## config.mk

```make
export PLATFORM = sky130hd
export DESIGN_NAME = boot_loader
export DESIGN_NICKNAME = d
export VERILOG_FILES = /design/src/rtl/boot_loader.sv
export SDC_FILE = /design/constraint.sdc
export NUM_CORES = 1
export LEC_CHECK = 0
export BUFFER_PORTS_ARGS = -buffer_cell sky130_fd_sc_hd__buf_2
export CAP_MARGIN = 25
export CORE_UTILIZATION = 57
export DETAILED_ROUTE_END_ITERATION = 10
export GPL_ROUTABILITY_DRIVEN = 0
export PLACE_DENSITY = 0.84
export SYNTH_ARGS = -nofsm -noshare
export SYNTH_HDL_FRONTEND = slang
export SYNTH_SLANG_ARGS = --single-unit
```

## constraint.sdc

```tcl
create_clock -name clk -period 4.65 [get_ports clk]
set_clock_uncertainty 0.2 [all_clocks]
set_input_delay 1.1625 -clock clk [delete_from_list [all_inputs] [get_ports clk]]
set_output_delay 1.1625 -clock clk [all_outputs]
set_load 0.01 [all_outputs]
```

## src/rtl/boot_loader.sv

```systemverilog
// boot_loader: streams a machine-code image into instruction memory, then
// releases the core and supervises its run (done / timeout / overflow).
`default_nettype none

module boot_loader #(
  parameter int          DEPTH   = 64,
  parameter logic [15:0] TIMEOUT = 16'd4000
) (
  input  logic        clk,
  input  logic        reset,
  input  logic        start,
  input  logic        in_valid,
  input  logic [8:0]  in_data,
  input  logic        in_last,
  output logic        in_ready,
  output logic        imem_wen,
  output logic [11:0] imem_addr,
  output logic [8:0]  imem_wdat,
  output logic        core_reset,
  input  logic        core_done,
  output logic        sys_done,
  output logic        err,
  output logic [1:0]  err_code,
  output logic [12:0] word_count,
  output logic [15:0] cycles
);

  localparam logic [2:0]  S_IDLE    = 3'd0;
  localparam logic [2:0]  S_LOAD    = 3'd1;
  localparam logic [2:0]  S_RELEASE = 3'd2;
  localparam logic [2:0]  S_RUN     = 3'd3;
  localparam logic [2:0]  S_HALT    = 3'd4;
  localparam logic [2:0]  S_ERR     = 3'd5;
  localparam logic [12:0] LAST_ADDR = 13'(DEPTH - 1);
  localparam logic [1:0]  ERR_OVF   = 2'b01;
  localparam logic [1:0]  ERR_TMO   = 2'b10;

  logic [2:0]  state_q, state_d;
  logic        wen_q, wen_d;
  logic [11:0] addr_q, addr_d;
  logic [8:0]  wdat_q, wdat_d;
  logic [12:0] wc_q, wc_d;
  logic [15:0] cyc_q, cyc_d;
  logic        sdone_q, sdone_d;
  logic [1:0]  code_q, code_d;
  logic [16:0] cyc_inc;

  always_ff @(posedge clk or negedge reset) begin
    if (!reset) begin
      state_q <= S_IDLE;
      wen_q   <= 1'b0;
      addr_q  <= '0;
      wdat_q  <= '0;
      wc_q    <= '0;
      cyc_q   <= '0;
      sdone_q <= 1'b0;
      code_q  <= '0;
    end else begin
      state_q <= state_d;
      wen_q   <= wen_d;
      addr_q  <= addr_d;
      wdat_q  <= wdat_d;
      wc_q    <= wc_d;
      cyc_q   <= cyc_d;
      sdone_q <= sdone_d;
      code_q  <= code_d;
    end
  end

  always_comb begin
    state_d = state_q;
    wen_d   = 1'b0;
    addr_d  = addr_q;
    wdat_d  = wdat_q;
    wc_d    = wc_q;
    cyc_d   = cyc_q;
    sdone_d = sdone_q;
    code_d  = code_q;
    cyc_inc = {1'b0, cyc_q} + 17'd1;
    case (state_q)
      S_IDLE, S_HALT, S_ERR: begin
        if (start) begin
          state_d = S_LOAD;
          wc_d    = '0;
          cyc_d   = '0;
          sdone_d = 1'b0;
          code_d  = '0;
        end
      end
      S_LOAD: begin
        if (in_valid && in_ready) begin
          wen_d  = 1'b1;
          addr_d = wc_q[11:0];
          wdat_d = in_data;
          wc_d   = wc_q + 13'd1;
          // A flagged last word always completes the load, even at the top address.
          if (in_last) begin
            state_d = S_RELEASE;
          end else if (wc_q == LAST_ADDR) begin
            state_d = S_ERR;
            code_d  = ERR_OVF;
          end
        end
      end
      S_RELEASE: state_d = S_RUN;
      S_RUN: begin
        cyc_d = cyc_inc[16] ? 16'hFFFF : cyc_inc[15:0];
        if (core_done) begin
          state_d = S_HALT;
          sdone_d = 1'b1;
        end else if (cyc_inc >= {1'b0, TIMEOUT}) begin
          state_d = S_ERR;
          code_d  = ERR_TMO;
        end
      end
      default: state_d = S_IDLE;
    endcase
  end

  always_comb begin
    in_ready   = (state_q == S_LOAD);
    core_reset = (state_q != S_RUN);
    err        = |code_q;
  end

  assign imem_wen   = wen_q;
  assign imem_addr  = addr_q;
  assign imem_wdat  = wdat_q;
  assign word_count = wc_q;
  assign cycles     = cyc_q;
  assign sys_done   = sdone_q;
  assign err_code   = code_q;

endmodule

`default_nettype wire

```

Word-level counts from Yosys, hierarchy flattened
Index checks and enable logic that the tools add are counted.

Flip-flop bits (word level): 57. Input port bits: 15. Output and inout bits: 57. Word-level logic and storage cells: 65.

Add/subtract/negate cells: 2. $lt $le $gt $ge: 1. Equal/unequal tests: 16. Multiplexer cells: 25. Reductions and logical operators: 13.

Operators with widths (number): 2-to-1 mux 16 bit (2); case mux 16 bit (2 select lines) (1); 2-to-1 mux 13 bit (2); case mux 13 bit (2 select lines) (1); 2-to-1 mux 3 bit (6); adder 16 x 1 -> 17 bit, second input constant (1); greater-or-equal comparator 17 x 12 -> 1 bit, second input constant (1); adder 13 x 1 -> 13 bit, second input constant (1); == test 13 x 6 -> 1 bit, second input constant (1); 2-to-1 mux 2 bit (6); case mux 3 bit (4 select lines) (1); != test 2 bit, second input constant (5); AND reduction 7 bit (1); == test 3 x 2 -> 1 bit, second input constant (2); == test 3 bit, second input constant (2); != test 3 x 2 -> 1 bit, second input constant (2); case mux 2 bit (3 select lines) (1); AND reduction 3 bit (2); 2-to-1 mux 1 bit (4); != test 2 x 1 -> 1 bit, second input constant (2); AND reduction 2 bit (2); AND reduction 4 bit (1); nonzero test 2 bit (2); == test 3 x 1 -> 1 bit, second input constant (1); 7 further kinds (7).

Depth between registers and ports, before layout
Gate-level depths: netlist (run 1).

Depth after elaboration: 5. Mapped depth: 10.

Least setup slack after synthesis (run 1)
OpenSTA, ideal clock, no wires.

Path kind: register to output. From: register state_q[2]. To: output core_reset. Arrival: 1.312 ns. Required time: 3.288 ns. Path slack: 1.975 ns. Stages on the path, launching flop included: 7. Path buffers: 3. Cell sequence: dfrtp_1 clkbuf_1 nor2b_1 and2_1 buf_2 inv_2 clkbuf_1.

Word-level cells in the longest chain between the ends: 1.

Ends and longest elaborated chain: start, declared (line 38) `logic [2:0] state_q, state_d;`; start signal, assigned (line 59) `state_q <= state_d;`; != test 3 x 2 -> 1 bit (line 122) `core_reset = (state_q != S_RUN);`; end, declared (line 19) `output logic core_reset,`.

No other way between the ends.

Worst setup path in the final report (run 1)
From: register state_q[1]. To: output core_reset.

Same word-level chain as after synthesis.

==> results.cfg, run 1 <==
[status]
status = completed

[drt]
drc = 0
firstDrtPassIters = 4
vias = 2529
ant_nets = 0
wl_per_cell_um = 15.78
wl_mm = 6.771
drt_iter0_markers = 200
via_per_inst = 5.895

[synth]
syn_area_per_cell_um2 = 10.26
synth_warnings = 0
synth_fp_nets = 303
synth_most_common_cell = dfrtp_1
synthCells = 285
synth_seq_cells = 57
synth_seq_area_share_pct = 48.76
synth_flop_cell = dfrtp_1
synth_cell_type_count = 59
synth_edf_count = 0
async_flop_share_pct = 100.0
yosys.area.top_type_share_pct = 48.76
synthTopCellsByCount = 57 x dfrtp_1, 29 x nor2_1, 20 x nand2_1
synth_area_um2 = 2925
synthTopCellsByArea = dfrtp_1 49%, mux2_1 4.6%, mux2_2 3.8%, nor2_1 3.7%, a21oi_1 3.3%
yosysTopAreaCell = dfrtp_1

[setup_path]
path_class = reg -> out
cp.arrival_ns = 1.84
critPathRequiredTime_ns = 3.29
start_kind = flop
worstPathMaxFanout = 17
endpoint_kind = output pin

[final_layout]
antennaDiodeCount = 0
nets = 375
final_core_util_pct = 72.68
syn2layout_area_growth_pct = 19.68
fillerInstances = 375
drive_above_1_share_pct = 31.22

[pwr]
power.density_nw_per_um2 = 471.5
irDropWorstVdd_uv = 327.2
p_total_mw = 1.651
total_leakage_power_nw = 1.706

[floorplan]
chipWidth_um = 73.64
ios = 72
num_rows = 25
initial_utilization_pct = 60.73
die_h_um = 73.64
die_area_um2 = 5423
core_um2 = 4817

[place]
hpwl_mm = 4.808
port_buffers = 71

[timing]
drv_slew = 0
slew_headroom_pct = 49.68
fin_crit_sh_pct = 68.77
period_minus_slack_ns = 3.198
finalSetupViolCount = 0
hold_violations = 0
fin_setup_tns_ns = 0
rsz0062_at_grt = no
worst_pin_slew_ns = 0.7548
holdWs_ns = 0.2803
fmax_ghz = 0.3127

[grt]
grt_pass1_wl_mm = 10.94
antenna_found_initial = 0
overflow = 0
grt_use_total_pct = 27.52
grt_max_degree = 34
grt_pass1_vias = 2289

[clocking]
clock_latency_ns = 0.33
cts_tree = yes
cts_made_buffers = 9
post_cts_buffers = 0
htree_levels = 3
ctsHoldBuffers = 0
clock_path_buffers = 2
clock-root-buffer = clkbuf_8
cts_resized = 0
clk_pin_slew_ns = 0.06
clkSinkCount = 57

[hold_path]
hold_path.class = reg -> reg

[flow_run]
maxCapViolations = 0
==> final timing paths <==
| check | from | end | slack (ns) | cells after the start |
|---|---|---|---|---|
| worst max-delay path | state_q[1]$_DFFE_PN0P_ | core_reset | 1.45 | 3 |
| worst min register to register | imem_wdat[6]$_DFFE_PN0P_ | imem_wdat[6]$_DFFE_PN0P_ | 0.28 | 1 |
| max in group asynchronous | reset | cycles[8]$_DFFE_PN0P_ | 2.75 | 2 |
| worst max register to register | cycles[0]$_DFFE_PN0P_ | cycles[13]$_DFFE_PN0P_ | 1.88 | 7 |
| min in group asynchronous | reset | cycles[2]$_DFFE_PN0P_ | 0.69 | 1 |
| worst min-delay path | imem_wdat[6]$_DFFE_PN0P_ | imem_wdat[6]$_DFFE_PN0P_ | 0.28 | 1 |
==> worst max-delay path: stages, from the launching register on <==
cell     delay, ns
dfrtp_1       0.68
and2_1        0.44
inv_2         0.20
buf_2         0.18
==> layout by cell type (no fill, tap or decap), types with 5 or more instances in the layout <==
master,count
buf_2,71
dfrtp_1,57
nor2_1,29
nand2_1,20
a21oi_1,19
nand3_1,15
mux2_1,12
mux2_2,10
clkbuf_8,10
xor2_1,8
nand4_1,6
o21ai_0,6
nor3_1,5
inv_1,5
==> metal layers <==
layer,GRT usage (%),vias up,share of wire [%]
met5,0,-,0
met4,13.25,0,1.8
met3,6.447,12,6.7
met2,42.20,103,48
met1,36.93,1222,44
li1,-,1192,-
==> kinds of logic (layout without fill, tap and decap cells) <==
family | after synthesis | after routing | share of synthesized area [%]
simple gates | 111 | 111 | 20.36
flops | 57 | 57 | 48.76
xor+xnor | 11 | 11 | 3.294
mux | 23 | 23 | 8.811
compound gates | 61 | 61 | 14.84
fa+ha+maj | 3 | 3 | 1.283
buf+inv | 19 | 96 | 2.652
==> where the power goes <==
part	switching, mW	internal, mW
Combinational	0.312	0.226
Clock	0.196	0.206
Sequential	0.115	0.597
==> sequential cells by signal, summed over array words and instances, names as in the netlist <==
register,flops
sys_done,1
imem_wen,1
cycles,16
err_code,2
imem_wdat,9
word_count,13
state_q,3
imem_addr,12
==> stage by stage <==
stage	area [um2]	worst slack (ns)	cells
3_3_place_gp	3328	1.919	413
3_5_place_dp	3328	1.871	413
5_1_grt	3501	1.367	429
4_1_cts	3501	1.480	429
6_report	3501	1.452	429
2_1_floorplan	2925	1.975	285
==> area by class of cell <==
class	count	area [um2]	area share, %
Clock buffer	11	141.4	4.039
Clock inverter	5	31.28	0.8935
Inverter	7	26.28	0.7505
Multi-Input combinational cell	209	1421	40.60
Sequential cell	57	1426	40.74
Tap cell	67	83.83	2.395
Timing Repair Buffer	73	370.4	10.58
No activity file was read; power rests on OpenSTA's default activity.
==> run 2, diff against run 1 <==
CORE_UTILIZATION = 48   (was 57)
PLACE_DENSITY = 0.76   (was 0.84)
clock period = 2.8 ns   (was 4.65 ns; I/O delays follow)
==> run 2 against run 1 <==
Via count is 2.9% higher. Final area grew 2.4%. Worst hold slack worse by 0.14 ns. Routed wire length rose by 5.7%. Die area up 18%. Sequential power increased by 62%. Non-clock buffer count rose by 11. Count of clock-buffer cells in the layout is 1 lower. Combinational power is 80% higher. Sequential cell count did not move. Register-to-register slack got worse by 1.7 ns. Utilization decreased by 12 points. Critical path type is now reg -> reg. Largest cell class unchanged.
==> results.cfg, run 2 (same netlist as run 1, synthesis figures left out) <==
[status]
status = completed

[floorplan]
initial_utilization_pct = 49.70
die_area_um2 = 6410
chipWidth_um = 80.07
num_rows = 28
die_h_um = 80.07
ios = 72
core_um2 = 5886

[timing]
fin_crit_sh_pct = 93.07
fin_setup_tns_ns = 0
slew_headroom_pct = 48.25
fmax_ghz = 0.3837
finalSetupViolCount = 0
period_minus_slack_ns = 2.606
hold_violations = 0
worst_pin_slew_ns = 0.7734
drv_slew = 0
rsz0062_at_grt = no

[final_layout]
seq_area_um2 = 1426
largest_register_ffs = 16
antennaDiodeCount = 0
fillerInstances = 514
drive_above_1_share_pct = 33.24
nets = 386
syn2layout_area_growth_pct = 22.50
layout_commonest_cell = buf_2
final_core_util_pct = 60.88
multi_input_area_um2 = 1421
layout_common_cells = 71 x buf_2, 57 x dfrtp_1, 29 x nor2_1, 20 x nand2_1, 19 x a21oi_1

[clocking]
htree_levels = 3
clkSinkCount = 57
ctsHoldBuffers = 0
cts_made_buffers = 9
clk_pin_slew_ns = 0.07
cts_tree = yes
post_cts_buffers = 0
clock_path_buffers = 2
clock-root-buffer = clkbuf_8
cts_resized = 0
clock_latency_ns = 0.34

[place]
hpwl_mm = 5.104
port_buffers = 71

[flow_run]
maxCapViolations = 0

[pwr]
p_total_mw = 2.771
total_leakage_power_nw = 1.754
irDropWorstVdd_uv = 584.6
power.density_nw_per_um2 = 773.4

[grt]
grt_max_degree = 23
use_met2_pct = 38.89
grtUsageMet3_pct = 4.659
grtUsageMet1_pct = 31.52
grt_pass1_wl_mm = 11.85
antenna_found_initial = 0
grt_use_total_pct = 24.24
grt.busiest_layer = met2
overflow = 0
grt_pass1_vias = 2511

[drt]
drc = 0
firstDrtPassIters = 4
drt_iter0_markers = 162
ant_nets = 0
wl_mm = 7.156
wl_per_cell_um = 15.97
vias = 2602
via_per_inst = 5.808

[setup_path]
endpoint = cycles[13]$_DFFE_PN0P_
endpoint_kind = flop
cp.arrival_ns = 2.66
path_class = reg -> reg
rr_worst_depth = 7
start_kind = flop
worstPathMaxFanout = 10
rrSetupSlack_ns = 0.19
startpoint = cycles[1]$_DFFE_PN0P_
critPathRequiredTime_ns = 2.85
timing.rr.start = cycles[1]$_DFFE_PN0P_
r2r-end = cycles[13]$_DFFE_PN0P_

[hold_path]
hold_path.class = in -> async
[run 2: critical path, stage by stage (launching register included)]
cell and delay (ns):
dfrtp_1 0.51, ha_1 0.32, nand3_2 0.10, or3_4 0.42, or3_1 0.53, o21ai_2 0.11, a21oi_1 0.09, a311oi_2 0.23
[run 2: power breakdown]
part / switching (mW) / total (mW) / internal [mW]
logic: 0.557 / 0.966 / 0.409
registers: 0.162 / 1.15 / 0.993
clock network: 0.337 / 0.651 / 0.314
total: 1.06 / 2.77 / 1.72
[run 2: how the worst min path moves through the flow]
stage                               endpoint  slack, ns  depth (start not counted)
CTS                    cycles[6]$_DFFE_PN0P_       0.15                          1
finish                 cycles[6]$_DFFE_PN0P_       0.14                          1
floorplan              cycles[0]$_DFFE_PN0P_       0.20                          0
detailed placement  imem_wdat[7]$_DFFE_PN0P_       0.27                          1
global route           cycles[2]$_DFFE_PN0P_       0.16                          1
global placement    imem_wdat[3]$_DFFE_PN0P_       0.26                          1
[run 2: metal layers]
metal / up-vias / wire length [um]
li1: 1213 / -
met1: 1276 / 3120
met2: 105 / 3506
met3: 8 / 434
met4: 0 / 94
met5: - / 0
[run 2: through the flow]
step	cell area (um2)	worst slack, ns	hold WS (ns)	cells
after detailed placement	3421	0.2246	0.2702	432
after global placement	3421	0.3239	0.2628	432
after global routing	3583	0.04886	0.1596	448
final	3583	0.1941	0.1375	448
after floorplan	2925	0.2749	0.2044	285
after CTS	3583	0.2083	0.1545	448
[run 2: area by class of cell]
cell class / instances / share of cell area [%]
clock inverters: 6 / 0.9777
clock buffers: 10 / 3.561
flip-flops and latches: 57 / 39.80
well taps: 75 / 2.619
inverters: 7 / 0.7332
multi-input cells: 209 / 39.66
repair buffers: 84 / 12.64
==> run 3, diff against run 2 <==
CORE_UTILIZATION = 53   (was 48)
PLACE_DENSITY = 0.79   (was 0.76)
clock period = 2.9 ns   (was 2.8 ns; I/O delays follow)
==> run 3 against run 2 <==
Count of clock-buffer cells in the layout grew 1. Combinational power shrank 5.1%. Final cell count fell by 2.7%. Die area fell by 9.2%. Power is 3.1% higher. First-iteration DRC count grew 97%. Worst hold slack improved by 0.088 ns. Routed wire length down 5.6%. Sequential cell count did not move. Sequential power hardly changed. Critical endpoint unchanged. Largest cell class unchanged.
==> results.cfg, run 3 (same netlist as run 1, synthesis figures left out) <==
[status]
status = completed

[setup_path]
worstPathMaxFanout = 10
start_kind = flop
crit_family = simple AND/OR/NAND/NOR gates
cpMaxStageDelayCell = or3_1
critPathBufInv = 0
critPathRequiredTime_ns = 2.93
path_class = reg -> reg
path_cells = ha_1, nand3_2, or3_4, or3_1, o21ai_2, a21oi_1, a311oi_2
cp.arrival_ns = 2.75
endpoint_kind = flop
max_stage_delay_ns = 0.53

[clocking]
clk_pin_slew_ns = 0.07
clock_path_buffers = 2
clkSinkCount = 57
clock-root-buffer = clkbuf_8
cts_made_buffers = 9
htree_levels = 3
clock_latency_ns = 0.32
ctsHoldBuffers = 0
cts_tree = yes

[timing]
worst_pin_slew_ns = 0.7224
rsz0062_at_grt = no
fmax_ghz = 0.3685
finalSetupViolCount = 0
fin_setup_tns_ns = 0
period_minus_slack_ns = 2.713
fin_crit_sh_pct = 93.57
hold_violations = 0
slew_headroom_pct = 51.66
drv_slew = 0

[floorplan]
chipWidth_um = 76.29
die_area_um2 = 5820
initial_utilization_pct = 56.20
die_h_um = 76.29
num_rows = 26
core_um2 = 5205
ios = 72

[grt]
grt_use_total_pct = 25.10
grt_pass1_vias = 2493
antenna_found_initial = 0
grt_max_degree = 31
overflow = 0
grt_pass1_wl_mm = 11.56

[place]
hpwl_mm = 4.877
post_dp_cell_area_um2 = 3390
port_buffers = 71

[final_layout]
final_area_um2 = 3607
layout_commonest_cell = buf_2
drive_above_1_share_pct = 32.51
layout_common_cells = 71 x buf_2, 56 x dfrtp_1, 29 x nor2_1, 20 x nand2_1, 19 x a21oi_1
syn2layout_area_growth_pct = 23.31
largest_register_ffs = 16
antennaDiodeCount = 0
nets = 381

[pwr]
total_leakage_power_nw = 1.762
internal_power_mw = 1.867
clockPowerShare_pct = 28.7
swShare_pct = 34.65
power.density_nw_per_um2 = 792.2
pwr-share-seq_pct = 39.2
netSwitchingPower_mw = 0.9903
power_frac_comb_pct = 32.1
irDropWorstVdd_uv = 524.7
p_total_mw = 2.858

[drt]
via_per_inst = 5.878
drc = 0
wl_per_cell_um = 15.50
ant_nets = 0
firstDrtPassIters = 4
drt_iter0_markers = 319
vias = 2563
wl_mm = 6.756

[flow_run]
maxCapViolations = 0

[hold_path]
hold_path.class = in -> async
## run 3: path summary, 6_finish.rpt
path	from	endpoint	slack, ns	depth (start not counted)
setup / recovery	cycles[1]$_DFFE_PN0P_	cycles[13]$_DFFE_PN0P_	0.19	7
hold / removal	reset	cycles[2]$_DFFE_PN0P_	0.23	1
setup reg to reg	cycles[1]$_DFFE_PN0P_	cycles[13]$_DFFE_PN0P_	0.19	7
hold reg to reg	imem_wdat[5]$_DFFE_PN0P_	imem_wdat[5]$_DFFE_PN0P_	0.28	1
max in group asynchronous	reset	imem_wdat[8]$_DFFE_PN0P_	1.68	2
min in group clk	imem_wdat[5]$_DFFE_PN0P_	imem_wdat[5]$_DFFE_PN0P_	0.28	1
## run 3: power by group through the flow
stage               logic, mW  clock network, mW  registers, mW
floorplan               0.518                  0           1.17
global placement        0.896                  0           1.12
detailed placement      0.920                  0           1.13
CTS                     0.922              0.836           1.12
global route             1.01              0.869           1.15
finish                  0.917              0.821           1.12
## run 3: cell type report
class / instances / area [um2]
Inverter: 7 / 26.28
Clock inverter: 3 / 65.06
Tap cell: 70 / 87.58
Multi-Input combinational cell: 209 / 1421
Fill cell: 421 / 1598
Clock buffer: 11 / 151.4
Timing Repair Buffer: 79 / 427.9
Sequential cell: 57 / 1428
## run 3: layer usage
layer / wire, um / global-route usage (%) / vias to the layer above / part of all wire, %
li1: - / - / 1206 / -
met1: 2857 / 32.35 / 1225 / 42
met2: 3253 / 39.82 / 117 / 48
met3: 522 / 7.186 / 15 / 7.7
met4: 123 / 10.19 / 0 / 1.8
met5: 0 / 0 / - / 0
## run 3: stage by stage
| step | util [%] | instances | setup slack, ns | hold WS [ns] |
|---|---|---|---|---|
| 2_1_floorplan | - | 285 | 0.3749 | 0.2294 |
| 3_3_place_gp | 65.12 | 422 | 0.3079 | 0.2628 |
| 3_5_place_dp | 65.12 | 422 | 0.2053 | 0.2692 |
| 4_1_cts | 69.28 | 436 | 0.1784 | 0.2399 |
| 5_1_grt | 69.30 | 436 | 0.05847 | 0.2631 |
| 6_report | 69.30 | 436 | 0.1866 | 0.2253 |
## run 3: timing repair
action	in CTS	in global routing
gates resized for setup	0	1
setup buffers	0	0
endpoints found under the setup margin	0	1
